**config.mk**
```make
export PLATFORM = sky130hd
export DESIGN_NAME = led_matrix_scanner
export DESIGN_NICKNAME = d
export VERILOG_FILES = /design/src/rtl/led_pkg.sv /design/src/rtl/led_scan_timer.sv /design/src/rtl/led_matrix_scanner.sv
export SDC_FILE = /design/constraint.sdc
export NUM_CORES = 1
export LEC_CHECK = 0
export ABC_AREA = 1
export BUFFER_PORTS_ARGS = -buffer_cell sky130_fd_sc_hd__buf_4
export CORE_UTILIZATION = 35
export CTS_BUF_LIST = sky130_fd_sc_hd__clkbuf_4
export DETAILED_ROUTE_END_ITERATION = 6
export GPL_ROUTABILITY_DRIVEN = 0
export PLACE_DENSITY = 0.47
export SETUP_SLACK_MARGIN = 0.02
export SYNTH_ARGS = -nofsm -noshare
export SYNTH_HDL_FRONTEND = slang
export SYNTH_SLANG_ARGS = --single-unit
export TNS_END_PERCENT = 10
```
**constraint.sdc**
```tcl
create_clock -name clk12MHz -period 1.89 [get_ports clk12MHz]
set_input_delay 0.378 -clock clk12MHz [delete_from_list [all_inputs] [get_ports clk12MHz]]
set_output_delay 0.378 -clock clk12MHz [all_outputs]
set_load 0.02 [all_outputs]
```
**src/rtl/led_pkg.sv**
```systemverilog
// Board-level LED constants shared by the matrix scanner files.
// Polarity is set once here; the drivers derive their on/off levels from it.
package led_pkg;

  localparam logic        LED_ACTIVE_LOW = 1'b1;
  localparam logic        LED_ON         = LED_ACTIVE_LOW ? 1'b0 : 1'b1;
  localparam logic        LED_OFF        = ~LED_ON;

  localparam int unsigned DEFAULT_ROWS   = 8;
  localparam int unsigned DEFAULT_COLS   = 4;

endpackage

```
**src/rtl/led_scan_timer.sv**
```systemverilog
// Column scan timebase: slot counter, column index, frame-boundary flag
// and the registered frame_start pulse.
module led_scan_timer
  import led_pkg::*;
#(
  parameter int unsigned COLS      = DEFAULT_COLS,
  parameter int unsigned SLOT_LOG2 = 12,
  localparam int unsigned CW       = $clog2(COLS)
) (
  input  logic                 clk_i,
  input  logic                 rst_i,
  output logic [SLOT_LOG2-1:0] slot_o,
  output logic [CW-1:0]        col_o,
  output logic                 frame_end_o,
  output logic                 frame_start_o
);

  logic [SLOT_LOG2-1:0] slot_q, slot_d;
  logic [CW-1:0]        col_q, col_d;
  logic                 frame_start_q, frame_start_d;
  logic                 slot_last;
  logic                 col_last;

  always_comb begin
    slot_last     = &slot_q;
    col_last      = (32'(col_q) == COLS - 1);
    slot_d        = slot_q + 1'b1;
    col_d         = col_q;
    if (slot_last) begin
      col_d = col_last ? '0 : col_q + 1'b1;
    end
    frame_start_d = (col_q == '0) && (slot_q == '0);
  end

  always_ff @(posedge clk_i) begin
    if (rst_i) begin
      slot_q        <= '0;
      col_q         <= '0;
      frame_start_q <= 1'b0;
    end else begin
      slot_q        <= slot_d;
      col_q         <= col_d;
      frame_start_q <= frame_start_d;
    end
  end

  assign slot_o        = slot_q;
  assign col_o         = col_q;
  assign frame_end_o   = slot_last && col_last;
  assign frame_start_o = frame_start_q;

endmodule

```
**src/rtl/led_matrix_scanner.sv**
```systemverilog
// Multiplexed LED-matrix driver with a double-buffered frame store,
// frame-synchronous buffer swap, global PWM brightness and column blanking.
module led_matrix_scanner
  import led_pkg::*;
#(
  parameter int unsigned ROWS      = DEFAULT_ROWS,
  parameter int unsigned COLS      = DEFAULT_COLS,
  parameter int unsigned SLOT_LOG2 = 12,
  parameter int unsigned BW        = 3,
  localparam int unsigned CW       = $clog2(COLS)
) (
  input  logic            clk12MHz,
  input  logic            reset,
  input  logic            wr_en,
  input  logic [CW-1:0]   wr_col,
  input  logic [ROWS-1:0] wr_data,
  input  logic            swap_req,
  output logic            swap_done,
  input  logic [BW-1:0]   brightness,
  output logic            frame_start,
  output logic [ROWS-1:0] led_row,
  output logic [COLS-1:0] led_col
);

  logic [SLOT_LOG2-1:0] slot;
  logic [CW-1:0]        col;
  logic                 frame_end;

  led_scan_timer #(
    .COLS      (COLS),
    .SLOT_LOG2 (SLOT_LOG2)
  ) u_timer (
    .clk_i         (clk12MHz),
    .rst_i         (reset),
    .slot_o        (slot),
    .col_o         (col),
    .frame_end_o   (frame_end),
    .frame_start_o (frame_start)
  );

  logic [ROWS-1:0] buf_q [2][COLS];
  logic            front_q, front_d;
  logic            swap_pending_q, swap_pending_d;
  logic            swap_fired_q;
  logic            swap_done_q;
  logic [BW-1:0]   bright_q, bright_d;
  logic [ROWS-1:0] led_row_q, led_row_d;
  logic [COLS-1:0] led_col_q, led_col_d;

  logic            wr_ok;
  logic            swap_fire;
  logic            pix_on;
  logic [ROWS-1:0] col_word;
  logic [COLS-1:0] col_onehot;

  always_comb begin
    wr_ok          = wr_en && (32'(wr_col) < COLS);
    swap_fire      = frame_end && (swap_pending_q || swap_req);
    swap_pending_d = swap_fire ? 1'b0 : (swap_pending_q || swap_req);
    front_d        = swap_fire ? ~front_q : front_q;
    bright_d       = frame_end ? brightness : bright_q;

    // Slot 0 of every column stays dark so the previous column's pattern cannot ghost.
    pix_on     = (slot != '0) && (slot[SLOT_LOG2-1 -: BW] < bright_q);
    col_word   = buf_q[front_q][col];
    col_onehot = COLS'(1) << col;

    led_row_d = {ROWS{LED_OFF}};
    if (pix_on) begin
      led_row_d = LED_ACTIVE_LOW ? ~col_word : col_word;
    end
    led_col_d = LED_ACTIVE_LOW ? ~col_onehot : col_onehot;
  end

  always_ff @(posedge clk12MHz) begin
    if (reset) begin
      for (int unsigned b = 0; b < 2; b++) begin
        for (int unsigned c = 0; c < COLS; c++) begin
          buf_q[b][c] <= '0;
        end
      end
      front_q        <= 1'b0;
      swap_pending_q <= 1'b0;
      swap_fired_q   <= 1'b0;
      swap_done_q    <= 1'b0;
      bright_q       <= '0;
      led_row_q      <= {ROWS{LED_OFF}};
      led_col_q      <= {COLS{LED_OFF}};
    end else begin
      // Back buffer is chosen from the pre-swap front, so a boundary write lands in the buffer about to be shown.
      if (wr_ok) begin
        buf_q[~front_q][wr_col] <= wr_data;
      end
      front_q        <= front_d;
      swap_pending_q <= swap_pending_d;
      swap_fired_q   <= swap_fire;
      swap_done_q    <= swap_fired_q;
      bright_q       <= bright_d;
      led_row_q      <= led_row_d;
      led_col_q      <= led_col_d;
    end
  end

  assign swap_done = swap_done_q;
  assign led_row   = led_row_q;
  assign led_col   = led_col_q;

endmodule

```
==> results.toml <==
[routing]
wl_per_cell_um = 14.36
initialDrtViolationCount = 248
drtPass1Iterations = 4
vias_per_cell = 4.575
ant_nets = 0
drt-total-wl_um = 9992
num_vias = 3184
drcViolationCount = 0

[floorplanning]
die_width_um = 113.9
die_area_um2 = 12970
die_y_um = 113.9
ioPinCount = 31
initial_core_util_pct = 36.17
coreArea_um2 = 12110
rows = 40

[final_layout]
fin_util_pct = 41.42
drive_gt1_share_pct = 16.67
mostFrequentLayoutCells = "nand2_1, nor2_1, edfxtp_1"
fin_area_um2 = 5016
final_common_cell = "nand2_1"
nets = 548
area_delta_synth_final_pct = 14.51
num_antenna_cells = 0

[worst_setup_path]
crit_type = "reg -> reg"
critPathCaptureType = "flip-flop"
regToRegSetupSlack_ns = 0.37
critPathMaxFanout = 8
crit_path_start = "u_timer.slot_o[10]"
start_kind = "flip-flop"
r2r_start = "u_timer.slot_o[10]"
crit_arrival_ns = 1.87
crit_required_ns = 2.24

[timing]
hold_violations = 0
timing.setup.tns_ns = 0
drv_slew = 0
post-route-period-util_pct = 80.37
timing.hold.ws_ns = 0.1271
tightest_slew_ns = 0.4079
finalCriticalPeriod_ns = 1.519
clock_skew_ns = 0.01286
max_freq_mhz = 658.3
grt_setup_unrepaired = "false"
slew-limit-headroom_pct = 72.78
setup_viol = 0

[global_routing]
overflow = 0
grt_max_degree = 29
antenna_found_initial = 0
first_global_vias = 3068
grt_pass1_wl_um = 16130
grt_usage_pct = 16.90

[pwr]
p_sw_share_pct = 22.37
seqPwrFrac_pct = 61.7
power_density_nw_per_um2 = 771.7
p_leak_uw = 0.002156
p_int_uw = 3005
vdd.ir_drop.worst_uv = 273.8
p_switching_uw = 865.9
p_total_uw = 3871
p_clk_share_pct = 32.6
combPwrFrac_pct = 5.7

[synthesis]
ys_ff_latch = 99
syn_avg_cell_area_um2 = 9.107
synth_cell_types = 27
syn_inst = 481
synth_area_leader_cell = "edfxtp_1"
synth.yosys.warnings = 0
synth_area_um2 = 4380
yosys-top-cells-area = "edfxtp_1, dfxtp_1, nand2_1"
synth_nets = 506
synth_top_area_share_pct = 43.87
seq_area_frac_synth_pct = 59.87

[clock_network]
h-tree-depth = 3
clock_latency_ns = 0.46
cts_sinks = 99
cts_inserted_buffers = 9
cts-root-buf = "clkbuf_4"
cts.clk_slew.worst_paths_ns = 0.14
post_cts_buffers = 0
cts_tree = "built"
clk_path_buf_depth = 2
cts-resized-gates = 0
cts_hold_buffers = 0

[place]
io_buffers = 30
place_hpwl_um = 7167
place_area_um2 = 4855

[run_status]
status = "finished, final reports clean"

[job]
drv_cap = 0

[hold_path]
min-delay-start = "brightness[2]"
hold_class = "in -> reg"
-- power groups by stage --
stage | clock (µW) | combinational (µW) | sequential [µW]
finish | 1260 | 221 | 2390
global route | 1390 | 248 | 2400
CTS | 1310 | 224 | 2390
detailed placement | 0 | 223 | 2440
global placement | 0 | 221 | 2440
floorplan | 0 | 120 | 2440
-- cells by family after synthesis --
logic type | synth area share (%)
compound gates | 2.542
fa+ha+maj | 2.285
simple gates | 28.76
flops | 59.87
buf+inv | 6.541
-- per-stage QoR --
step	cells	setup WS (ns)
2_1_floorplan	481	0.3767
3_3_place_gp	680	0.2384
3_5_place_dp	680	0.2347
4_1_cts	696	0.3129
5_1_grt	696	0.1774
6_report	696	0.3710
-- Yosys cell counts --
master and n:
nand2_1 150, nor2_1 69, edfxtp_1 64, inv_1 44, nand3_1 41, dfxtp_1 35, a21oi_1 8, ha_1 8
o21ai_0 8, buf_2 7, nand2_2 7, nor3_1 6, inv_2 5, buf_6 4, nor2_4 4, nand4_1 3
nor2_2 3, nor3_2 3, buf_4 2, nand2_4 2, o31ai_2 2, a31oi_1 1, clkbuf_1 1, clkinv_1 1
nand3_2 1, nor3b_1 1, nor4_1 1
-- flip-flops by register name (all words and copies together) (netlist names), named ones only --
register / count
led_col: 4
u_timer.frame_start_o: 1
led_row: 8
buf_q: 64
u_timer.col_o: 2
swap_pending_q: 1
swap_done: 1
u_timer.slot_o: 12
swap_fired_q: 1
front_q: 1
bright_q: 3
-- worst paths after layout --
| kind | cells past startpoint | end |
|---|---|---|
| min reg2reg | 2 | swap_done |
| max reg2reg | 7 | led_row[2] |
| min | 3 | bright_q[2] |
| max | 7 | led_row[2] |
-- cell type report --
type	instances	area, µm²
inverters	50	187.7
repair buffers	45	362.8
fillers	1293	7096
well taps	168	210.2
flip-flops and latches	99	2623
clock buffers	11	82.58
multi-input cells	318	1471
clock inverters	5	78.83
-- layer usage --
metal	global-route usage, %	part of all wire (%)	wire length, µm	vias to the layer above
li1	-	-	-	1623
met1	24.05	50	4991	1479
met2	24.96	43	4270	70
met3	2.922	5.3	527	12
met4	8.139	2.0	203	0
met5	0	0	0	-
-- critical path: stages (launching register included) --
cell     delay, ns
dfxtp_1       0.43
ha_1          0.26
inv_1         0.05
a21oi_1       0.03
o21ai_0       0.14
nand2_1       0.08
nor2_2        0.32
nand2_1       0.09
No activity file was read; power rests on OpenSTA's default activity.
